==> src/rtl/shared_delay_scheduler.sv <==
// Shares one down-counter among N_REQ requesters that each want a one-shot delay.
// Define SCHED_FIXED_PRIO_EN for fixed lowest-index priority instead of round-robin.
module shared_delay_scheduler #(
    parameter int N_REQ   = 4,
    parameter int DELAY_W = 27
) (
    input  logic                     clk_in,
    input  logic                     reset_n,
    input  logic [N_REQ-1:0]         req,
    input  logic [N_REQ*DELAY_W-1:0] delay,
    output logic [N_REQ-1:0]         grant,
    output logic [N_REQ-1:0]         done,
    output logic                     busy
);

    localparam int IDX_W = $clog2(N_REQ);

    localparam logic [1:0] IDLE  = 2'd0;
    localparam logic [1:0] COUNT = 2'd1;
    localparam logic [1:0] DONE  = 2'd2;

    logic [1:0]         state;
    logic [DELAY_W-1:0] counter;
    logic [IDX_W-1:0]   owner;

    logic [DELAY_W-1:0] dly [N_REQ];
    logic               win_vld;
    logic [IDX_W-1:0]   win_idx;
    logic [N_REQ-1:0]   win_onehot;
    logic [DELAY_W-1:0] win_dly;
    logic [DELAY_W-1:0] load_val;

    genvar g;
    generate
        for (g = 0; g < N_REQ; g++) begin : g_unpack
            assign dly[g] = delay[g*DELAY_W +: DELAY_W];
        end
    endgenerate

`ifdef SCHED_FIXED_PRIO_EN
    // Scan downward so the lowest set index is the last (winning) assignment.
    always_comb begin
        win_vld = 1'b0;
        win_idx = '0;
        for (int i = N_REQ - 1; i >= 0; i--) begin
            if (req[i]) begin
                win_vld = 1'b1;
                win_idx = IDX_W'(i);
            end
        end
    end
`else
    localparam logic [IDX_W:0]   N_L  = (IDX_W+1)'(N_REQ);
    localparam logic [IDX_W-1:0] LAST = IDX_W'(N_REQ - 1);

    logic [IDX_W-1:0] ptr;
    logic [IDX_W:0]   sum;
    logic [IDX_W-1:0] cand;

    // Search starts at ptr and wraps; the first hit wins.
    always_comb begin
        win_vld = 1'b0;
        win_idx = '0;
        sum     = '0;
        cand    = '0;
        for (int i = 0; i < N_REQ; i++) begin
            sum = {1'b0, ptr} + (IDX_W+1)'(i);
            if (sum >= N_L) begin
                sum = sum - N_L;
            end
            cand = sum[IDX_W-1:0];
            if (!win_vld && req[cand]) begin
                win_vld = 1'b1;
                win_idx = cand;
            end
        end
    end

    // Pointer only advances on a completed delay; aborts leave it alone.
    always_ff @(posedge clk_in) begin
        if (!reset_n) begin
            ptr <= '0;
        end else if (state == DONE) begin
            ptr <= (owner == LAST) ? '0 : owner + 1'b1;
        end
    end
`endif

    always_comb begin
        win_onehot          = '0;
        win_onehot[win_idx] = 1'b1;
    end

    // A zero delay behaves as one cycle, so both 0 and 1 load the counter with 0.
    assign win_dly  = dly[win_idx];
    assign load_val = (win_dly == '0) ? '0 : win_dly - 1'b1;

    always_ff @(posedge clk_in) begin
        if (!reset_n) begin
            state   <= IDLE;
            counter <= '0;
            owner   <= '0;
            grant   <= '0;
            done    <= '0;
        end else begin
            case (state)
                IDLE: begin
                    if (win_vld) begin
                        owner   <= win_idx;
                        counter <= load_val;
                        grant   <= win_onehot;
                        state   <= COUNT;
                    end
                end
                COUNT: begin
                    if (!req[owner]) begin
                        grant <= '0;
                        state <= IDLE;
                    end else if (counter == '0) begin
                        grant <= '0;
                        done  <= grant;
                        state <= DONE;
                    end else begin
                        counter <= counter - 1'b1;
                    end
                end
                DONE: begin
                    done  <= '0;
                    state <= IDLE;
                end
                default: begin
                    grant <= '0;
                    done  <= '0;
                    state <= IDLE;
                end
            endcase
        end
    end

    assign busy = (state != IDLE);

endmodule

==> config.mk <==
export PLATFORM = sky130hd
export DESIGN_NAME = shared_delay_scheduler
export DESIGN_NICKNAME = d
export VERILOG_FILES = /design/src/rtl/shared_delay_scheduler.sv
export SDC_FILE = /design/constraint.sdc
export NUM_CORES = 1
export LEC_CHECK = 0
export ABC_AREA = 1
export BUFFER_PORTS_ARGS = -buffer_cell sky130_fd_sc_hd__clkbuf_2
export CAP_MARGIN = 20
export CORE_UTILIZATION = 40
export DETAILED_ROUTE_END_ITERATION = 8
export GPL_TIMING_DRIVEN = 0
export PLACE_DENSITY = 0.75
export SETUP_SLACK_MARGIN = 0.05
export SLEW_MARGIN = 20
export SYNTH_ARGS = -nofsm -noshare
export SYNTH_HDL_FRONTEND = slang
export SYNTH_SLANG_ARGS = --single-unit
==> constraint.sdc <==
create_clock -name clk_in -period 3.55 [get_ports clk_in]
set_clock_uncertainty 0.15 [all_clocks]
set_input_delay 0.1775 -clock clk_in [delete_from_list [all_inputs] [get_ports clk_in]]
set_output_delay 0.1775 -clock clk_in [all_outputs]
set_load 0.05 [all_outputs]
Word-level counts from Yosys, hierarchy flattened
Cells that the tools add are included.
- $add $sub $neg: 10
- order comparisons: 12
- equality and inequality tests: 8
- mux-type cells: 44
- bitwise operators: 3
- reductions and logical operators: 17
- operators with widths (kind ; count):
    $mux W27 ; 6
    $bmux W27 S2 ; 1
    $logic_not A27 Y1 ; 2
    $pmux W27 S2 ; 1
    $sub A27 B1 Y27 const B ; 2
    $mux W2 ; 12
    $mux W4 ; 5
    $lt A2 B3 Y1 const B ; 6
    $ge A3 B3 Y1 const B ; 4
    $pmux W4 S3 ; 1
    $bmux W1 S2 ; 5
    $mux W1 ; 10
    $ne A2 B2 Y1 const B ; 4
    $pmux W4 S2 ; 1
    $sub A2 B1 Y2 const B ; 4
    $add A2 B2 Y3 const B ; 2
    $reduce_and A3 Y1 ; 2
    $eq A2 B2 Y1 const B ; 2
    $logic_and A1 B1 Y1 ; 4
    $pmux W2 S2 ; 1
    $reduce_and A2 Y1 ; 2
    $reduce_and A4 Y1 ; 1
    $reduce_bool A2 Y1 ; 2
    $add A2 B1 Y3 const B ; 1
    10 further kinds ; 13
- register bits after elaboration: 41
- input port bits: 114
- output and inout bits: 9
- word-level logic and storage cells: 100

Logic depth before layout (Yosys ltp)
Gate-level depths: netlist (run 1).
- depth in word-level cells: 22
- gate-level depth with buffers: 26
- depth with buffers taken out: 22

Least setup slack after synthesis (run 1)
OpenSTA, ideal clock, no wires.
- path kind: register to register
- start: register ptr[0]
- end: register counter[14]
- setup time: 122 ps
- arrival: 2705 ps
- required time: 3278 ps
- path slack: 573 ps
- stages on the path, launching flop included: 26
- path buffers: 4
- clock period less this slack: 2977 ps
- cells stage by stage: dfxtp_1 > buf_6 > inv_6 > nand2_1 > nand3_1 > nand2_1 > inv_1 > nand2_1 > nand2_2 > nand3_2 > buf_4 > buf_4 > nand2_1 > o21ai_0 > nand2_1 > nand3_1 > inv_1 > ha_1 > inv_1 > nor3_1 > nand3_2 > nor2_4 > nor2_4 > buf_6 > nand3_2 > a21oi_2
- cells in the longest elaborated chain, start to end: 22
- elaborated cells on any way between the ends: 48
- ends and longest elaborated chain (element ; line ; source):
    from (decl) ; 56 ; logic [IDX_W-1:0] ptr;
    from (signal assigned) ; 84 ; ptr <= (owner == LAST) ? '0 : owner + 1'b1;
    parallel branches: the longest is 22 deep, another holds $add A2 B1 Y3 ; - ;
    to (signal assigned) ; 110 ; counter <= load_val;
    to (signal assigned) ; 124 ; counter <= counter - 1'b1;
    to (decl) ; 23 ; logic [DELAY_W-1:0] counter;
Several ways; the timed one is not identified. The select of a mux whose other input is x is not followed.
A chain may end at the register's enable or synchronous reset.

Worst setup path in the final report (run 1)
Same ends and word-level chain as after synthesis.

==> results list, run 1 <==
- The final critical path takes up 92.8% of the cycle.
- Vias post-DR: 5992
* Clock tree buffer depth: 2
- Leakage dissipation: 3.07 nW
- After synthesis, the share of flip-flops with an asynchronous set or reset is 0%.
- Result of the run: finished clean
* Slowest cell delay on critical path: 310 ps
- Data arrival time of the critical path: around 3400 ps
- Pin count of the biggest net entering global routing: 13
- The via count of the first global-routing pass is ~5300.
- With fillers left out, the area of the finished cells amounts to between 5000 and 6000 µm².
- Proportion of synthesized chip area in sequential cells: approximately 17%
- The final number of hold-violating endpoints is 0.
- Once placement finished, the instance area stood at 5520 µm².
- In the synthesized netlist the dominant register cell turns out to be sky130_fd_sc_hd__dfxtp_1.
- The area growth from synthesis to layout is 25.5%.
- After synthesis, the most frequently instantiated cells are sky130_fd_sc_hd__nand2_1, sky130_fd_sc_hd__inv_1, sky130_fd_sc_hd__nor2_1.
* Slew at the pin closest to its max-slew limit: 966 ps
- The repair_antennas step left the layout with diodes totalling 0.
- Post-detailed-route DRC marker count: 0
- Of all nets on the critical path, the largest fanout is 10.
* Worst rel slew slack: 35.3%
- Worst EP required: 3620 ps
- The clock network is responsible for between 20% and 30% of the overall power.
- Synthesized instance count: approximately 870
- Measured along the y axis, the die boundary spans roughly 110 µm.
* Max-Cap Viols: 0
* Count of nets after finishing: 1129
- After floorplanning, the core was sized to cover about 11000 µm².
* Wire length of the first global-routing pass: 24300 µm
- After clock tree synthesis, the clock-pin slew on the worst setup and hold paths is 60 ps.
* Maximum clock rate: a little over 300 MHz
- Setup repair after global routing left no endpoint under its margin.
- Internal power: 1.16 mW
* Final estimated routing congestion in global placement: around 0.94
- Sinks on the clock net: 41
* Count of synthesis-stage warnings from yosys: 0
- Each instance of the synthesized netlist takes up on average around 5.4 µm².
- In this run the remaining antenna-violating nets after routing total 0.
- At the later pin of the worst-skew pair, clock insertion delay measures 280 ps.
- Class of the tightest hold or removal check: in -> reg
- Row generation in the floorplan step produced 39 rows.
- Clock tree synthesis inserted a total of 5 buffers.
- Wire per inst: ~13 µm
* Most prevalent standard cell on the critical path: sky130_fd_sc_hd__nand3_2
- Counting flops with a built-in enable in the synthesized netlist gives 0.
- Number of nets produced by synthesis: 991
- GR met3 Demand/Resource: 1.97%
- By area the synthesized netlist is led by sky130_fd_sc_hd__nand2_1, sky130_fd_sc_hd__dfxtp_1, sky130_fd_sc_hd__inv_1.
- Port Buffer Count: 122
* Starting utilization of the core area: between 40% and 50%
- I/O pin cnt: 123
- Top cell type by total area after synthesis: sky130_fd_sc_hd__nand2_1
- Number of DRC markers after the initial detailed-route iteration: 331
- Sequential cell fraction of total power: 29.6%
- Kind of capture point of the worst setup path: flip-flop
* Number of storage elements in the synthesis netlist: between 40 and 50
- Power spread over the standard cell area amounts to roughly 320 nW/µm².
* Netlist Area Pre-Place: around 4700 µm²
- Number of buffers inserted for hold repair after clock tree synthesis: 0
- Fraction of synthesized cell area taken by the top area cell type: 22.1%
* Met2 layer usage reported by global route: 41.4%
* CTS Root Buffer Type: sky130_fd_sc_hd__clkbuf_16
* Critical-path top delay cell: sky130_fd_sc_hd__dfxtp_1
- Fraction of the core area covered by cells at the end of the flow: 51.8%
- Share of cells above drive strength 1: 22.8%
- The worst setup path is launched from a flip-flop.
* Cell-by-cell trace of the critical path: buf_6 -> inv_6 -> nand2_1 -> nand3_1 -> nand2_2 -> inv_1 -> nand3_2 -> nand3_4 -> buf_8 -> buf_6 -> nand2_1 -> inv_1 -> nand2_1 -> nand3_2 -> inv_2 -> ha_1 -> inv_1 -> nor3_2 -> nand3_2 -> nor2_4 -> nor2_4 -> buf_8 -> nand3_2 -> a21oi_2
* Hold slack: between 100 and 150 ps
- Setup violations remaining at the end of the flow were counted as 0.
* Leftover overflow at the end of global routing: 0
- The first TritonRoute pass finished after 5 iterations.
- TritonCTS built the clock tree.
- In this run the horizontal extent of the chip is 111 µm.
* Worst setup path category: reg -> reg
* Number of vias per cell: between 5 and 6
* Final Critical Period: 3290 ps
- Maximum ir drop on the vdd rail: 0.213 mV
- After legalization and detailed placement, the total HPWL measured 11800 µm.
- Power after layout: 1.92 mW
- Yosys mapped the design onto 33 distinct sky130hd cell types.
- Die area: around 12000 µm²
* Antenna violations before repair: 0
* Pins Over Slew Limit: 0
- Peak-usage layer in the global routing report: met2
- Global routing used a little under a quarter of the available tracks across all layers.
- CTS built an H-tree with a depth of 2.
* Switching portion of total power: 39.3%
- Summed over all layers, the routed wires come to 14900 µm.
* Sw power: 0.752 mW
- Among all cell types in the netlist, the one instantiated most often is sky130_fd_sc_hd__nand2_1.
* Met1 usage: 30.2%
- Combinational group share of total power: 42.5%
-- area by class of cell --
type | count | area, µm²
clock buffer | 7 | 143
sequential | 41 | 822
clock inverter | 1 | 30.0
inverter | 106 | 405
timing repair buffer | 130 | 688
buffer | 39 | 262
multi-input combinational | 688 | 3410
fill | 1213 | 5530
tap | 143 | 179
-- worst paths after layout --
kind | start | end | slack, ps | depth (start not counted)
setup reg to reg | ptr[0] | counter[14] | 260 | 24
hold reg to reg | done[2] | done[2] | 320 | 2
hold / removal | reset_n | done[0] | 110 | 2
setup / recovery | ptr[0] | counter[14] | 260 | 24
-- cells in the final DEF, fill, tap and decap left out, types with 2 or more instances in the layout --
master	instances
sky130_fd_sc_hd__buf_8	2
sky130_fd_sc_hd__nor2_2	10
sky130_fd_sc_hd__nand2_2	11
sky130_fd_sc_hd__buf_6	9
sky130_fd_sc_hd__ha_1	4
sky130_fd_sc_hd__nand3_4	3
sky130_fd_sc_hd__or2_2	3
sky130_fd_sc_hd__nand2_4	2
sky130_fd_sc_hd__nand4_1	50
sky130_fd_sc_hd__nor3_2	2
sky130_fd_sc_hd__nor2_4	9
sky130_fd_sc_hd__nor3_1	6
sky130_fd_sc_hd__o21ai_0	59
sky130_fd_sc_hd__o211ai_1	2
sky130_fd_sc_hd__buf_4	10
sky130_fd_sc_hd__dfxtp_1	40
sky130_fd_sc_hd__inv_2	4
sky130_fd_sc_hd__xnor2_1	4
sky130_fd_sc_hd__buf_2	9
sky130_fd_sc_hd__clkbuf_16	6
sky130_fd_sc_hd__nor2_1	90
sky130_fd_sc_hd__o21bai_1	7
sky130_fd_sc_hd__nand3_2	14
sky130_fd_sc_hd__o21ai_1	6
sky130_fd_sc_hd__a21oi_1	57
sky130_fd_sc_hd__a21oi_2	6
sky130_fd_sc_hd__clkbuf_2	124
sky130_fd_sc_hd__nand2_1	274
sky130_fd_sc_hd__inv_1	99
sky130_fd_sc_hd__nor4_1	3
sky130_fd_sc_hd__nand3_1	57
sky130_fd_sc_hd__xor2_1	4
sky130_fd_sc_hd__a32o_1	2
sky130_fd_sc_hd__clkbuf_1	15
-- flip-flops by register name, indices dropped and copies added (netlist names) --
name     flops
counter     27
grant        4
ptr          2
owner        2
state        2
done         4
-- power groups by stage --
| stage | combinational (mW) | clock, mW | sequential, mW |
|---|---|---|---|
| global route | 0.921 | 0.557 | 0.576 |
| floorplan | 0.542 | 0 | 0.571 |
| detailed placement | 0.756 | 0 | 0.575 |
| finish | 0.815 | 0.533 | 0.568 |
| global placement | 0.750 | 0 | 0.575 |
| CTS | 0.763 | 0.539 | 0.566 |
-- cell families after synthesis --
| family | share of synthesized area [%] |
|---|---|
| compound gates | 15.8 |
| flops | 17.3 |
| simple gates | 51.0 |
| xor+xnor | 1.48 |
| buf+inv | 13.3 |
| fa+ha+maj | 1.06 |
-- what timing repair did --
action                                  4_1_cts  5_1_grt
buffers inserted                              0        6
resized for setup                             2       49
cloned                                        0        3
pin swaps                                     0        9
endpoints found under the setup margin        3       28
-- metal layers --
metal	wire length, µm	vias to the layer above
met4	334	0
li1	-	3113
met5	0	-
met3	845	28
met2	7170	239
met1	6600	2612
-- worst max-delay path: cells and delay by family (launching register included) --
| kind | cells | cell delay, ps |
|---|---|---|
| buffers and inverters | 9 | 990 |
| AO/OA/AOI/OAI | 1 | 130 |
| adder cells (fa/ha/maj) | 1 | 170 |
| AND/OR/NAND/NOR | 13 | 1450 |
| flip-flops | 1 | 310 |
-- stage by stage --
step                      std cells  worst slack (ps)  setup TNS (ps)
final                          1155               255               0
after global routing           1155              26.6               0
after CTS                      1146              61.1               0
after detailed placement       1138             -16.3           -21.8
after global placement         1138             -37.1           -60.3
after floorplan                 873               573               0
Note: power is estimated with default switching activity, not from simulation.
==> run 2: changes to the inputs <==
--- a/config.mk
+++ b/config.mk
@@ -11,7 +11,7 @@
 export CORE_UTILIZATION = 40
 export DETAILED_ROUTE_END_ITERATION = 8
 export GPL_TIMING_DRIVEN = 0
-export PLACE_DENSITY = 0.75
+export PLACE_DENSITY = 0.78
 export SETUP_SLACK_MARGIN = 0.05
 export SLEW_MARGIN = 20
 export SYNTH_ARGS = -nofsm -noshare
==> constraint.sdc (replaced) <==
create_clock -name clk_in -period 2.75 [get_ports clk_in]
set_clock_uncertainty 0.15 [all_clocks]
set_input_delay 0.1375 -clock clk_in [delete_from_list [all_inputs] [get_ports clk_in]]
set_output_delay 0.1375 -clock clk_in [all_outputs]
set_load 0.05 [all_outputs]
==> results list, run 2 (synthesis results as in run 1) <==
- Peak-usage layer in the global routing report: met2
- The remaining antenna violation count came to 0 (unchanged).
* I/O pin cnt: 123 (unchanged)
- The initial DRC count came to 604 (+82%).
* Critical-path top delay cell: sky130_fd_sc_hd__dfxtp_4
* Final Critical Period: 3420 ps (+127 ps)
- The later-pin clock latency in the skew report is 290 ps (about the same).
* Register with the most flip-flops: counter
- Slew at the pin closest to its max-slew limit: 969 ps (+2.23 ps)
- In the final layout, the registers with the most flip-flops are counter: 27 flops, done: 4 flops, grant: 4 flops.
* Leftover overflow at the end of global routing: 0 (unchanged)
- Compared with the post-synthesis result, the final layout area differs by 55.7%.
- Class of the tightest hold or removal check: in -> reg
- The share of final-layout standard cells stronger than drive strength 1 is 41.1% (+18 points).
* Internal power: 1.70 mW (+46%)
- Cell type group with the largest total delay on the critical path: simple AND/OR/NAND/NOR gates
* Die area: 12300 µm² (unchanged)
- The worst setup path is launched from a flip-flop.
- Starting utilization of the core area: 41.3% (unchanged)
- WP buf/inv: 6 (-3)
- Cell-by-cell trace of the critical path: buf_12 -> nand2_2 -> nand3_2 -> nand2_2 -> inv_2 -> nand3_4 -> nand3_4 -> buf_8 -> buf_6 -> nand2_1 -> nand2_1 -> nand2_1 -> nand2_1 -> inv_2 -> ha_4 -> inv_1 -> nor3_2 -> nand3_2 -> nor2_2 -> nand3_1 -> nand3_2 -> a21oi_1
- RSZ-0062 raised after global routing: true
* Total wirelength of the detailed-routed design: 20800 µm (+39%)
- Met2 layer usage reported by global route: 49.0% (+7.6 points)
- The total track usage is 27.4% (+3.9 points).
- Worst setup path category: reg -> reg
- Post-detailed-route DRC marker count: 0 (unchanged)
- The core region area was 11500 µm² (unchanged).
- Number of vias per cell: 5.73 (+10%)
- The count of inserted antenna diode cells is 0 (unchanged).
- The CTS buffer count came to 5 (unchanged).
- Die X: 111 µm (unchanged)
- The worst slack on hold paths was 82.8 ps (-27.1 ps).
- The count of clock tree sinks came to 41 (unchanged).
- The switching component of the power is 1.23 mW (+64%).
* Total power divided by cell area: 398 nW/µm² (+23%)
- Switching portion of total power: 42.0% (+2.7 points)
* CTS Root Buffer Type: sky130_fd_sc_hd__clkbuf_16
- Fraction of the core area covered by cells at the end of the flow: 64.2% (+12 points)
- The period utilization was 124% (+32 points).
- The maximum VDD drop was 0.242 mV (+14%).
* Setup tns final: -15310 ps (-15310 ps)
- The timing-limited maximum frequency was 292 MHz (-3.7%).
* Data arrival time of the critical path: 3440 ps (+80 ps)
* Final estimated routing congestion in global placement: 0.951 (+0.98%)
- TritonCTS clock tree: built
* Router iterations before antenna repair: 7 (+2)
- The number of port buffers came to 122 (unchanged).
- The longest individual stage delay on the worst path is 370 ps (+60 ps).
- CTS HTree Levels: 2 (unchanged)
- The combinational share of power is 51.0% (+8.5 points).
- The final reports fail on negative setup slack.
- The reg-to-reg setup timing slack was -670 ps (-930 ps).
- The met1 global-route usage is 32.1% (+2.0 points).
- Kind of capture point of the worst setup path: flip-flop
- The detailed placement HPWL was 12000 µm (+2.0%).
- The worst slack at placement came to -578 ps (-561 ps).
* Most frequent cells in the layout: sky130_fd_sc_hd__nand2_1, sky130_fd_sc_hd__clkbuf_2, sky130_fd_sc_hd__inv_1, sky130_fd_sc_hd__nor2_1, sky130_fd_sc_hd__buf_4
- The pin count of the biggest net entering global routing came to 13 (unchanged).
- PnR worst setup slack: -672 ps (-927 ps)
- The number of nets in the layout is 1204 (+6.6%).
- The sequential share of power is 25.3% (-4.3 points).
- Flip-flop count of the largest register, all copies and words added: 27 (unchanged)
* Placement Rows: 39 (unchanged)
* Worst EP required: 2770 ps (-850 ps)
- The leakage component of the power came to 3.68 nW (+20%).
* Max-Cap Viols: 0 (unchanged)
* Final Hold Viols: 0 (unchanged)
- The count of endpoints failing setup in the final report came to 27 (+27).
* Worst rel slew slack: 35.2% (-0.15 points)
- The via count of the first global-routing pass came to 6127 (+15%).
* Vias post-DR: 7045 (+18%)
- The wire length of the first global-routing pass was 28100 µm (+16%).
- The routing usage on met3 is 3.28% (+1.3 points).
- The flow ran to the end, but the final reports show violations.
* Leading cell type in the layout, fill and taps excluded: sky130_fd_sc_hd__nand2_1
- Most prevalent standard cell on the critical path: sky130_fd_sc_hd__nand2_1
* Wire per inst: 16.9 µm (+30%)
* Pins Over Slew Limit: 0 (unchanged)
- Die height: 111 µm (unchanged)
- The number of antenna violations at the first check in global routing is 0 (unchanged).
- Clock Power Share: 23.8% (-4.0 points)
- The buffer depth of the longest clock path is 2 (unchanged).
* Clock transition at path regs: 60 ps (about the same)
* Highest net fanout along the worst path: 7 (-3)
run 2: cell types whose count changed in the layout (fill, tap and decap cells not counted), moves of 13 or more:
cell / before / now
sky130_fd_sc_hd__buf_4: 10 / 71
sky130_fd_sc_hd__nand2_1: 274 / 204
sky130_fd_sc_hd__nand2_2: 11 / 58
sky130_fd_sc_hd__nand2_4: 2 / 25
sky130_fd_sc_hd__nand3_1: 57 / 38
sky130_fd_sc_hd__nor2_4: 9 / 22
run 2: path summary, 6_finish.rpt:
path                               from     endpoint  cells past startpoint
worst min register to register  done[2]      done[2]                      2
worst max-delay path             ptr[0]  counter[26]                     22
worst min-delay path            reset_n      done[1]                      2
worst max register to register   ptr[0]  counter[26]                     22
run 2: metrics by stage:
stage / area [µm²] / power [mW] / cells
2_1_floorplan: 4840 / 1.46 / 873
3_3_place_gp: 5630 / 1.73 / 1138
3_5_place_dp: 5630 / 1.74 / 1138
4_1_cts: 6600 / 2.61 / 1196
5_1_grt: 7370 / 3.07 / 1230
6_report: 7370 / 2.93 / 1230
run 2: routing by layer:
metal  wire length, µm  share of wire, %  vias to the layer above
met4              1790               8.6                        0
met1              7410                36                     3110
li1                  -                 -                     3272
met3              1780               8.6                      169
met2              9790                47                      494
met5                 0                 0                        -
run 2: what timing repair did:
action	CTS	global route
endpoints found under the setup margin	37	37
gates cloned	7	1
pin swaps	37	72
resized for setup	107	144
setup buffers	43	35
hold buffers	0	0
run 2: layout make-up:
| cell class | count | area [µm²] |
|---|---|---|
| Inverter | 106 | 413 |
| Fill cell | 889 | 4100 |
| Clock buffer | 7 | 143 |
| Timing Repair inverter | 1 | 11.3 |
| Timing Repair Buffer | 204 | 1310 |
| Tap cell | 143 | 179 |
| Buffer | 39 | 327 |
| Sequential cell | 41 | 828 |
| Multi-Input combinational cell | 688 | 4130 |
| Clock inverter | 1 | 30.0 |
run 2: power by group through the flow:
stage	sequential [mW]	clock (mW)	combinational, mW
2_1_floorplan	0.736	0	0.721
5_1_grt	0.749	0.720	1.60
6_report	0.740	0.696	1.49
3_3_place_gp	0.742	0	0.990
4_1_cts	0.732	0.696	1.18
3_5_place_dp	0.743	0	1.00
